===== config.mk =====
export PLATFORM = sky130hd
export DESIGN_NAME = sipo_rx
export DESIGN_NICKNAME = d
export VERILOG_FILES = /design/src/rtl/sipo_rx.sv
export SDC_FILE = /design/constraint.sdc
export NUM_CORES = 1
export LEC_CHECK = 0
export ABC_AREA = 1
export CORE_MARGIN = 5
export CORE_UTILIZATION = 40
export DETAILED_ROUTE_END_ITERATION = 7
export PLACE_DENSITY = 0.66
export SLEW_MARGIN = 10
export SYNTH_ARGS = -nofsm -noshare
export SYNTH_HDL_FRONTEND = slang
export SYNTH_SLANG_ARGS = --single-unit

===== constraint.sdc =====
create_clock -name clk -period 1.7 [get_ports clk]
set_input_delay 0.34 -clock clk [delete_from_list [all_inputs] [get_ports clk]]
set_output_delay 0.34 -clock clk [all_outputs]
set_load 0.01 [all_outputs]

===== src/rtl/sipo_rx.sv =====
// -----------------------------------------------------------------------------
// sipo_rx : serial-in parallel-out receiver (receive end of the serial link)
//
// Samples serial_in on every rising clk edge where shift_en is high, assembles
// WIDTH-bit words and offers each finished word on a one-entry valid/ready
// holding register.  A word that completes while the holding register is full
// and is not being accepted on that same edge is dropped, and the sticky
// overrun flag is set.
//
// Ports
//   clk           in   rising-edge clock
//   reset         in   asynchronous, active-high reset
//   clear         in   synchronous abort: drops the partial word, empties the
//                      holding register and clears overrun.  parallel_out holds.
//   serial_in     in   serial data bit
//   shift_en      in   qualifies serial_in (one bit per cycle when high)
//   parallel_out  out  assembled word, meaningful while out_valid=1
//   out_valid     out  holding register contains a word
//   out_ready     in   consumer accepts the word
//   overrun       out  sticky: a completed word was dropped
//   bit_count     out  bits collected in the current partial word
//
// Handshake: a word transfers on any rising edge where out_valid=1 and
// out_ready=1.  While out_valid=1 and no transfer happens, parallel_out stays
// stable.  out_ready has no effect while out_valid=0.
// -----------------------------------------------------------------------------
module sipo_rx #(
  parameter int WIDTH     = 8,
  parameter bit MSB_FIRST = 1'b1
) (
  input  logic                     clk,
  input  logic                     reset,
  input  logic                     clear,
  input  logic                     serial_in,
  input  logic                     shift_en,
  output logic [WIDTH-1:0]         parallel_out,
  output logic                     out_valid,
  input  logic                     out_ready,
  output logic                     overrun,
  output logic [$clog2(WIDTH)-1:0] bit_count
);

  localparam int              CW       = $clog2(WIDTH);
  localparam logic [CW-1:0]   LAST_BIT = CW'(WIDTH - 1);

  logic [WIDTH-1:0] sr_q,    sr_d;
  logic [CW-1:0]    cnt_q,   cnt_d;
  logic [WIDTH-1:0] data_q,  data_d;
  logic             valid_q, valid_d;
  logic             ovr_q,   ovr_d;

  logic [WIDTH-1:0] sr_shifted;
  logic             accept;
  logic             complete;

  // Shift direction decides which end of the word the first bit ends up in.
  always_comb begin
    if (MSB_FIRST) begin
      sr_shifted = {sr_q[WIDTH-2:0], serial_in};
    end else begin
      sr_shifted = {serial_in, sr_q[WIDTH-1:1]};
    end
  end

  assign accept   = valid_q & out_ready;
  assign complete = shift_en & (cnt_q == LAST_BIT);

  always_comb begin
    sr_d    = sr_q;
    cnt_d   = cnt_q;
    data_d  = data_q;
    valid_d = valid_q;
    ovr_d   = ovr_q;

    if (clear) begin
      sr_d    = '0;
      cnt_d   = '0;
      valid_d = 1'b0;
      ovr_d   = 1'b0;
    end else begin
      if (accept) begin
        valid_d = 1'b0;
      end

      if (shift_en) begin
        // The shift register is fully overwritten by the next WIDTH bits, so
        // it needs no explicit clearing after a word completes.
        sr_d = sr_shifted;
        if (complete) begin
          cnt_d = '0;
          // Holding register is free if it was empty or is being drained on
          // this very edge; otherwise the new word is lost.
          if (!valid_q || accept) begin
            data_d  = sr_shifted;
            valid_d = 1'b1;
          end else begin
            ovr_d = 1'b1;
          end
        end else begin
          cnt_d = cnt_q + CW'(1);
        end
      end
    end
  end

  always_ff @(posedge clk or posedge reset) begin
    if (reset) begin
      sr_q    <= '0;
      cnt_q   <= '0;
      data_q  <= '0;
      valid_q <= 1'b0;
      ovr_q   <= 1'b0;
    end else begin
      sr_q    <= sr_d;
      cnt_q   <= cnt_d;
      data_q  <= data_d;
      valid_q <= valid_d;
      ovr_q   <= ovr_d;
    end
  end

  assign parallel_out = data_q;
  assign out_valid    = valid_q;
  assign overrun      = ovr_q;
  assign bit_count    = cnt_q;

endmodule


==> results_dict.tcl, run 1 <==
set metrics [dict create \
    syn_area_per_cell_sq_um 9.58 \
    power.total_uw 932 \
    wl_per_cell_microns 12.3 \
    ys_types 16 \
    clkLatencyLatePin_ns 0.31 \
    drv_slew 0 \
    worstHoldPathType "in -> async" \
    clk_pin_slew_ns 0.11 \
    hold_slack_ns 0.336 \
    rsz0062_at_grt "no" \
    portBuffers 18 \
    path_max_fanout 3 \
    cp_top_family "buffers and inverters" \
    netlist_instances 88 \
    post-route-min-period_ns 1.58 \
    cts_tree "yes" \
    first_iter_violations 18 \
    drc 0 \
    netlist_area_sq_um 843 \
    path_class "reg -> out" \
    drive_gt1_frac 0.0909 \
    finClkSkew_ns 0.0114 \
    maxCapViolCount 0 \
    p_leak_nw 0.533 \
    drt_wl_total_microns 1680 \
    worstPathCellList "clkdlybuf4s50_1" \
    cp_slowest_cell "clkdlybuf4s50_1" \
    synth-seq-cells 20 \
    finalInstanceArea_sq_um 1110 \
    row_count 16 \
    track_usage 0.126 \
    syn2layout_area_growth_pct 31.5 \
    yosysWarnings 0 \
    clockBufferDepth 2 \
    dpl_cell_area_sq_um 1060 \
    diodes 0 \
    die_x_microns 55.9 \
    regToRegSetupSlack_ns 0.24 \
    grt_max_degree 21 \
    htreeDepth 1 \
    hpwl_microns 1270 \
    die_area_sq_um 3130 \
    grt.overflow.total 0 \
    grt_pass1_vias 660 \
    die-height_microns 55.9 \
    finalSetupViolCount 0 \
    peakVddDrop_uv 730 \
    place_inst 133 \
    worst_setup_path_end_kind "output pin" \
    ctsResizeCount 0 \
    cts_buffers 3 \
    clock-root-buffer "clkbuf_4" \
    coreArea_sq_um 1980 \
    setup_tns_ns 0 \
    pin_count 19 \
    critical-path-max-stage-delay_ns 0.55 \
    routabilityCongestion 0.792 \
    arrival_ns 1.24 \
    synth_nets 96 \
    worstMarginPinSlew_ns 0.406 \
    crit_buf_inv 1 \
    critPathLaunchType "flip-flop" \
    ys_seq_area_frac 0.593 \
    cp.required_ns 1.36 \
    hold_viol 0 \
    layout.nets 119 \
    powerDensity_nw_per_um2 841 \
    finalCritPeriodShare 0.930 \
    postCtsHoldBufs 0 \
    ant_nets 0 \
    cts_num_sinks 20 \
    first_pass_iters 4 \
    max-slew-margin-rel 0.730 \
    initial_core_util 0.426 \
    post-cts-setup-buffers 0 \
    outcome "finished, final reports clean" \
    fmax_ghz 0.632 \
    stdcell_count 137 \
    grt_pass1_wl_microns 3000 \
    vias 664 \
    antenna_found_initial 0 \
    vias_per_cell 4.85 \
]
==> cell usage after synthesis <==
library cell | n | area [sq um]
buf_4 | 1 | 7.51
buf_2 | 1 | 5.00
o22ai_1 | 5 | 31.3
nand4_1 | 8 | 50.1
inv_1 | 11 | 41.3
dfrtp_1 | 20 | 500
nand3_1 | 4 | 20.0
nor2_4 | 1 | 11.3
buf_6 | 1 | 11.3
nand3_2 | 1 | 10.0
inv_2 | 1 | 3.75
a21oi_1 | 1 | 5.00
o21ai_0 | 4 | 20.0
ha_1 | 2 | 25.0
nor2_1 | 3 | 11.3
nand2_1 | 24 | 90.1
==> power breakdown <==
group / switching (mW) / internal, mW / leakage (nW)
Clock: 0.141 / 0.239 / 0.0279
Sequential: 0.00525 / 0.482 / 0.277
Combinational: 0.0366 / 0.0286 / 0.227
Total: 0.183 / 0.750 / 0.533
==> sequential cells by signal, indices dropped and copies added (netlist names) <==
signal	count
sr_q	7
out_valid	1
overrun	1
bit_count	3
parallel_out	8
==> final timing paths <==
check | startpoint | endpoint | cells after the start
setup / recovery | bit_count[0]$_DFFE_PP0P_ | bit_count[0] | 1
hold / removal | reset | parallel_out[7]$_DFFE_PP0P_ | 3
setup reg to reg | bit_count[0]$_DFFE_PP0P_ | parallel_out[2]$_DFFE_PP0P_ | 5
hold reg to reg | parallel_out[4]$_DFFE_PP0P_ | parallel_out[4]$_DFFE_PP0P_ | 2
max in group asynchronous | reset | overrun$_DFFE_PP0P_ | 3
min in group clk | parallel_out[4]$_DFFE_PP0P_ | parallel_out[4]$_DFFE_PP0P_ | 2
==> cell type report <==
class,instances,area (sq um)
Timing Repair Buffer,21,203
Fill cell,191,873
Clock inverter,1,30.0
Sequential cell,20,500
Tap cell,27,33.8
Multi-Input combinational cell,53,274
Clock buffer,3,22.5
Inverter,12,45.0
==> cells in the final DEF (no fill, tap or decap), types with 2 or more instances in the layout <==
| master | instances |
|---|---|
| clkbuf_4 | 3 |
| inv_1 | 11 |
| o21ai_0 | 4 |
| clkdlybuf4s50_1 | 18 |
| o22ai_1 | 5 |
| dfrtp_1 | 20 |
| nor2_1 | 3 |
| nand3_1 | 4 |
| nand2_1 | 24 |
| nand4_1 | 8 |
| ha_1 | 2 |
| buf_4 | 3 |
==> routing by layer <==
layer	global-route usage	wire length, microns	part of all wire	vias up
met4	0.0712	40	0.024	0
met1	0.139	735	0.44	311
met3	0.0464	77	0.046	5
met5	0	0	0	-
li1	-	-	-	337
met2	0.206	826	0.49	11
==> cells by family after synthesis <==
logic type      count (synthesis)  synth area share
compound gates                 10            0.0668
fa+ha+maj                       2            0.0297
simple gates                   41             0.228
flops                          20             0.593
buf+inv                        15            0.0816
==> stage by stage <==
stage	util	setup WS, ns
4_1_cts	0.559	0.104
3_3_place_gp	0.533	0.174
6_report	0.559	0.119
3_5_place_dp	0.533	0.151
5_1_grt	0.559	0.0660
2_1_floorplan	-	0.398
No activity file was read; power rests on OpenSTA's default activity.
==> run 2: changes to the inputs <==
--- a/config.mk
+++ b/config.mk
@@ -9,7 +9,7 @@
 export CORE_MARGIN = 5
 export CORE_UTILIZATION = 40
 export DETAILED_ROUTE_END_ITERATION = 7
-export PLACE_DENSITY = 0.66
+export PLACE_DENSITY_LB_ADDON = 0.1
 export SLEW_MARGIN = 10
 export SYNTH_ARGS = -nofsm -noshare
 export SYNTH_HDL_FRONTEND = slang
==> results_dict.tcl, run 2 (synthesis gave the netlist of run 1 again) <==
set metrics [dict create \
    p_switching_uw 175 \
    grt_pass1_vias 621 \
    p_leak_nw 0.518 \
    clockBufferDepth 2 \
    drv_slew 0 \
    first_pass_iters 6 \
    outcome "finished, final reports clean" \
    peakVddDrop_uv 428 \
    p_int_uw 593 \
    place_inst 133 \
    first_iter_violations 8 \
    worstHoldPathType "in -> async" \
    grt_max_degree 21 \
    ctsResizeCount 0 \
    initial_core_util 0.426 \
    drive_gt1_frac 0.0826 \
    hold_slack_ns 0.362 \
    cp_slowest_cell "clkdlybuf4s50_1" \
    cts_num_sinks 20 \
    postCtsHoldBufs 0 \
    layout_commonest_cell "nand2_1" \
    path_max_fanout 3 \
    clkLatencyLatePin_ns 0.29 \
    coreArea_sq_um 1980 \
    hpwl_microns 1210 \
    finClkSkew_ns 0.00623 \
    die_x_microns 55.9 \
    cp.depth 1 \
    p_comb_frac 0.084 \
    largest_reg_flops 8 \
    vias_per_cell 4.71 \
    htreeDepth 1 \
    pin_count 19 \
    post-route-min-period_ns 1.58 \
    worstPathCellList "clkdlybuf4s50_1" \
    final_cell_mix "nand2_1, dfrtp_1, clkdlybuf4s50_1" \
    finalCritPeriodShare 0.930 \
    routabilityCongestion 0.787 \
    regToRegSetupSlack_ns 0.23 \
    worstMarginPinSlew_ns 0.399 \
    cts_buffers 3 \
    reg2reg_to "parallel_out[3]$_DFFE_PP0P_" \
    crit_buf_inv 1 \
    ant_nets 0 \
    drc 0 \
    post-cts-setup-buffers 0 \
    critical-path-max-stage-delay_ns 0.55 \
    track_usage 0.114 \
    cp.required_ns 1.36 \
    critPathLaunchType "flip-flop" \
    crit-reg2reg-launch "bit_count[0]$_DFFE_PP0P_" \
    fmax_ghz 0.633 \
    pwr-share-clk 0.281 \
    vias 641 \
    stdcell_count 136 \
    clk_pin_slew_ns 0.11 \
    swShare 0.228 \
    die-height_microns 55.9 \
    dpl_worst_slack_ns 0.164 \
    hold_viol 0 \
    sequentialPowerShare 0.635 \
    row_count 16 \
    grt.overflow.total 0 \
    cp_top_family "buffers and inverters" \
    diodes 0 \
    max-slew-margin-rel 0.734 \
    arrival_ns 1.24 \
    cts_tree "yes" \
    clock-root-buffer "clkbuf_4" \
    wl_per_cell_microns 12.2 \
    grt_pass1_wl_microns 2820 \
    finalSetupViolCount 0 \
    reg2reg_depth 5 \
    portBuffers 18 \
    drt_wl_total_microns 1670 \
    setup_tns_ns 0 \
    rsz0062_at_grt "no" \
    worst_setup_path_end_kind "output pin" \
    syn2layout_area_growth_pct 27.9 \
    path_class "reg -> out" \
    layout.nets 119 \
    antenna_found_initial 0 \
    die_area_sq_um 3130 \
    fill_cells 184 \
    maxCapViolCount 0 \
    powerDensity_nw_per_um2 713 \
    layout_setup_ws_ns 0.119 \
]
[run 2: cell types whose count changed in the layout (fill, tap and decap cells not counted), sizes merged]
cell,previous run,this run
bufinv,1,0
[run 2: final cells by class]
type / count / area (sq um) / share of cell area
multi-input combinational: 53 / 274 / 0.254
inverter: 12 / 45.0 / 0.0418
timing repair buffer: 21 / 203 / 0.188
tap: 27 / 33.8 / 0.0313
sequential: 20 / 500 / 0.464
clock buffer: 3 / 22.5 / 0.0209
[run 2: power groups by stage]
stage / clock network, mW / registers [mW] / logic [mW]
after floorplan: 0 / 0.498 / 0.0317
after global routing: 0.246 / 0.489 / 0.0739
after global placement: 0 / 0.497 / 0.0647
final: 0.216 / 0.488 / 0.0649
after CTS: 0.225 / 0.488 / 0.0660
after detailed placement: 0 / 0.497 / 0.0656
[run 2: worst max path at each step]
| stage | from | slack [ns] | to |
|---|---|---|---|
| 2_1_floorplan | bit_count[0]$_DFFE_PP0P_ | 0.40 | overrun$_DFFE_PP0P_ |
| 5_1_grt | bit_count[0]$_DFFE_PP0P_ | 0.05 | bit_count[0] |
| 3_5_place_dp | shift_en | 0.16 | parallel_out[4]$_DFFE_PP0P_ |
| 3_3_place_gp | shift_en | 0.15 | parallel_out[3]$_DFFE_PP0P_ |
| 6_report | bit_count[0]$_DFFE_PP0P_ | 0.12 | bit_count[0] |
| 4_1_cts | bit_count[0]$_DFFE_PP0P_ | 0.11 | bit_count[0] |
[run 2: metal layers]
| metal | vias to the layer above | global-route usage | routed length, microns |
|---|---|---|---|
| li1 | 332 | - | - |
| met1 | 296 | 0.156 | 810 |
| met2 | 11 | 0.167 | 775 |
| met3 | 2 | 0.0255 | 68 |
| met4 | 0 | 0.0610 | 10 |
| met5 | - | 0 | 0 |
[run 2: through the flow]
step	util	cell area [sq um]	total power [mW]
finish	0.544	1080	0.768
global route	0.544	1080	0.809
CTS	0.544	1080	0.779
detailed placement	0.533	1060	0.563
global placement	0.533	1060	0.562
floorplan	-	843	0.530
==> run 3: changes to the inputs <==
--- a/config.mk
+++ b/config.mk
@@ -6,7 +6,7 @@
 export NUM_CORES = 1
 export LEC_CHECK = 0
 export ABC_AREA = 1
-export CORE_MARGIN = 5
+export CORE_MARGIN = 2
 export CORE_UTILIZATION = 40
 export DETAILED_ROUTE_END_ITERATION = 7
 export PLACE_DENSITY_LB_ADDON = 0.1
==> results_dict.tcl, run 3 (synthesis gave the netlist of run 1 again) <==
set metrics [dict create \
    grt_max_degree 21 \
    path_max_fanout 3 \
    fill_cells 190 \
    regToRegSetupSlack_ns 0.27 \
    diodes 0 \
    first_pass_iters 4 \
    coreArea_sq_um 1980 \
    syn2layout_area_growth_pct 27.9 \
    outcome "finished, final reports clean" \
    routabilityCongestion 0.813 \
    clockBufferDepth 2 \
    reg2reg_to "parallel_out[4]$_DFFE_PP0P_" \
    path_class "reg -> out" \
    grt_use_met1 0.217 \
    first_iter_violations 13 \
    post-route-min-period_ns 1.57 \
    cp_slowest_cell "clkdlybuf4s50_1" \
    grt_pass1_wl_microns 2710 \
    swShare 0.223 \
    htreeDepth 1 \
    powerDensity_nw_per_um2 708 \
    crit-reg2reg-launch "bit_count[0]$_DFFE_PP0P_" \
    critical-path-max-stage-delay_ns 0.55 \
    drt_wl_total_microns 1510 \
    cp.required_ns 1.36 \
    hpwl_microns 1120 \
    peakVddDrop_uv 370 \
    crit_buf_inv 1 \
    p_leak_nw 0.518 \
    grt_busiest_layer "met1" \
    layout_commonest_cell "nand2_1" \
    pin_count 19 \
    worstHoldPathType "in -> async" \
    cp_top_family "buffers and inverters" \
    maxCapViolCount 0 \
    finalCritPeriodShare 0.925 \
    p_comb_frac 0.084 \
    worst_setup_path_end_kind "output pin" \
    finalSetupViolCount 0 \
    cts_buffers 3 \
    p_switching_uw 170 \
    sequentialPowerShare 0.639 \
    die_x_microns 49.9 \
    vias_per_cell 4.72 \
    max-slew-margin-rel 0.734 \
    track_usage 0.142 \
    vias 642 \
    initial_core_util 0.426 \
    drc 0 \
    grt.overflow.total 0 \
    drv_slew 0 \
    clock-root-buffer "clkbuf_4" \
    finClkSkew_ns 0.00844 \
    ant_nets 0 \
    clkLatencyLatePin_ns 0.29 \
    met2_usage 0.191 \
    cts_tree "yes" \
    antenna_found_initial 0 \
    layout.nets 119 \
    power.total_uw 763 \
    die_area_sq_um 2490 \
    arrival_ns 1.23 \
    postCtsHoldBufs 0 \
    drive_gt1_frac 0.0826 \
    grtUsageMet3 0.0242 \
    reg2reg_depth 5 \
    setup_tns_ns 0 \
    row_count 16 \
    p_int_uw 593 \
    wl_per_cell_microns 11.1 \
    worstPathCellList "clkdlybuf4s50_1" \
    worstMarginPinSlew_ns 0.399 \
    ctsResizeCount 0 \
    rsz0062_at_grt "no" \
    post-cts-setup-buffers 0 \
    cts_num_sinks 20 \
    clk_pin_slew_ns 0.11 \
    fmax_ghz 0.636 \
    largest_reg_flops 8 \
    pwr-share-clk 0.277 \
    grt_pass1_vias 591 \
    final_util 0.544 \
    die-height_microns 49.9 \
    hold_viol 0 \
    final_cell_mix "nand2_1, dfrtp_1, clkdlybuf4s50_1" \
    portBuffers 18 \
    critPathLaunchType "flip-flop" \
]
run 3: cell counts in the layout (fill, tap and decap cells not counted):
No cell type changed its count.
run 3: area by class of cell:
cell class / instances / area (sq um) / share of cell area
clock buffers: 3 / 22.5 / 0.0209
inverters: 12 / 45.0 / 0.0418
multi-input cells: 53 / 274 / 0.254
flip-flops and latches: 20 / 500 / 0.464
well taps: 27 / 33.8 / 0.0313
repair buffers: 21 / 203 / 0.188
run 3: through the flow:
stage          hold slack, ns  setup slack (ns)  cell area, sq um  instances
3_3_place_gp            0.454             0.151              1060        133
2_1_floorplan           0.304             0.398               843         88
6_report                0.360             0.127              1080        136
5_1_grt                 0.389            0.0584              1080        136
4_1_cts                 0.369             0.110              1080        136
3_5_place_dp            0.458             0.140              1060        133
run 3: power groups by stage:
stage / Combinational (mW) / Clock, mW / Sequential (mW)
floorplan: 0.0317 / 0 / 0.498
global placement: 0.0644 / 0 / 0.497
detailed placement: 0.0653 / 0 / 0.497
CTS: 0.0658 / 0.223 / 0.488
global route: 0.0739 / 0.244 / 0.489
finish: 0.0643 / 0.212 / 0.487
run 3: worst max-delay path by stage:
stage	startpoint	endpoint	depth (start not counted)	slack, ns
2_1_floorplan	bit_count[0]$_DFFE_PP0P_	overrun$_DFFE_PP0P_	7	0.40
3_3_place_gp	shift_en	parallel_out[3]$_DFFE_PP0P_	6	0.15
4_1_cts	bit_count[2]$_DFFE_PP0P_	bit_count[2]	1	0.11
5_1_grt	bit_count[2]$_DFFE_PP0P_	bit_count[2]	1	0.06
3_5_place_dp	shift_en	parallel_out[7]$_DFFE_PP0P_	6	0.14
6_report	bit_count[2]$_DFFE_PP0P_	bit_count[2]	1	0.13
run 3: routing by layer:
layer	share of wire	vias up
li1	-	333
met1	0.51	293
met2	0.44	14
met3	0.044	2
met4	0.0060	0
met5	0	-
run 3: tightest hold or removal path, delay by kind of cell:
family	cells	cell delay (ns)
buffers and inverters	3	0.70
==> RTL edit, RTL diff (flow settings as in run 1) <==
The parameter `WIDTH` goes from 8 to 4.
--- a/src/rtl/sipo_rx.sv
+++ b/src/rtl/sipo_rx.sv
@@ -25,7 +25,7 @@
 // stable.  out_ready has no effect while out_valid=0.
 // -----------------------------------------------------------------------------
 module sipo_rx #(
-  parameter int WIDTH     = 8,
+  parameter int WIDTH     = 4,
   parameter bit MSB_FIRST = 1'b1
 ) (
   input  logic                     clk,
Interface: changed (resized bit_count and parallel_out); port bits go from 19 to 14. No check against the original RTL was run, so the function may have changed too.
==> RTL edit against run 1 <==
  * Power fell by 41%
  * Sequential cell count fell by 9
  * Critical path type unchanged
  * First-iteration DRC count fell by 72%
  * Fmax rose by 3.1%
  * Largest power group unchanged
  * Clock power fell by 54%
  * Register-to-register slack improved by 0.35 ns
  * Area after synthesis fell by 39%
  * Wire length fell by 43%
  * Worst setup slack improved by 0.047 ns
  * Highest routed layer unchanged
  * Cell count fell by 39%
  * Count of clock-buffer cells in the layout rose by 1
  * Design area fell by 38%
==> RTL edit: results (changes against run 1) <==
* Clk_lat worst skew at 0.26 ns (-0.05 ns)
* Commonest cells in the netlist: dfrtp_1, nand2_1, inv_1
* Status: complete, no violations
* Synth Area in Compound Gates at 8.80% (+2.1 points)
* Synth Area in XOR/XNOR at 1.71% (+1.7 points)
* WHS at 0.360 ns (+0.0238 ns)
* Met2 Use GR at 15.9% (-4.7 points)
* R2r worst-path depth at 6 (+1)
* DP Cell Count at 79 (-41%)
* DR iter-0 viols at 5 (-13)
* # nets final at 77 (-35%)
* HPWL Detailed at 716 um (-44%)
* Flop-to-flop setup slack at 0.59 ns (+0.35 ns)
* Worst path max stage delay at 0.55 ns (about the same)
* Placed Area at 656 sq um (-38%)
* GR Util All Layers at 11.2% (-1.3 points)
* Via density at 4.71 (-2.8%)
* Global-route track usage on met1 at 14.0% (+0.076 points)
* Largest net degree at the start of global routing at 12 (-43%)
* Worst slew margin at 72.6% (-0.32 points)
* Routed length on met1 at 437 um (-41%)
* Met2 wire len at 443 um (-46%)
* Max FFs per register at 4 (-4)
* Final WL at 958 um (-43%)
* Clk slew on worst S/H paths at 0.07 ns (-0.04 ns)
* First-pass GRT wire length at 1630 um (-46%)
* Routed wl met3 at 63 um (-18%)
* Share of cells above drive strength 1 at 18.8% (+9.7 points)
* Fin crit share at 90.2% (-2.8 points)
* Vias at 391 (-41%)
* I/O Buffers at 13 (-5)
* Register area share after synthesis at 53.8% (-5.6 points)
* Gpl congestion at 0.756 (-4.6%)
* Pre-CTS setup slack at 0.293 ns (+0.142 ns)
* Reg2reg end: parallel_out[0]
* Synth top area cells: dfrtp_1, nand2_1, nand4_1
* Static Leak at 0.327 nW (-39%)
* Mapped Nets at 59 (-39%)
* Post-Synthesis Cells at 52 (-41%)
* Worst Path Arrival at 1.19 ns (-0.05 ns)
RTL edit: changes by cell type in the layout (fill, tap and decap cells not counted), moves of 5 or more:
cell             change
clkdlybuf4s50_1      -5
nand2_1             -14
dfrtp_1              -9
o22ai_1              -5
RTL edit: logic make-up after synthesis:
family	Yosys count
compound gates	6
xor+xnor	1
fa+ha+maj	1
buf+inv	10
flops	11
simple gates	23
RTL edit: final cells by class:
type / count / area, sq um / share of cell area (%)
clock buffer: 4 / 26.3 / 3.85
multi-input combinational: 31 / 190 / 27.9
inverter: 9 / 35.0 / 5.14
timing repair buffer: 14 / 138 / 20.2
tap: 14 / 17.5 / 2.57
sequential: 11 / 275 / 40.4
RTL edit: report_power, final:
group          switching (mW)  total [mW]  internal [mW]
Clock                  0.0857       0.176         0.0907
Combinational          0.0415      0.0889         0.0474
Sequential            0.00985       0.287          0.277
Total                   0.137       0.552          0.415
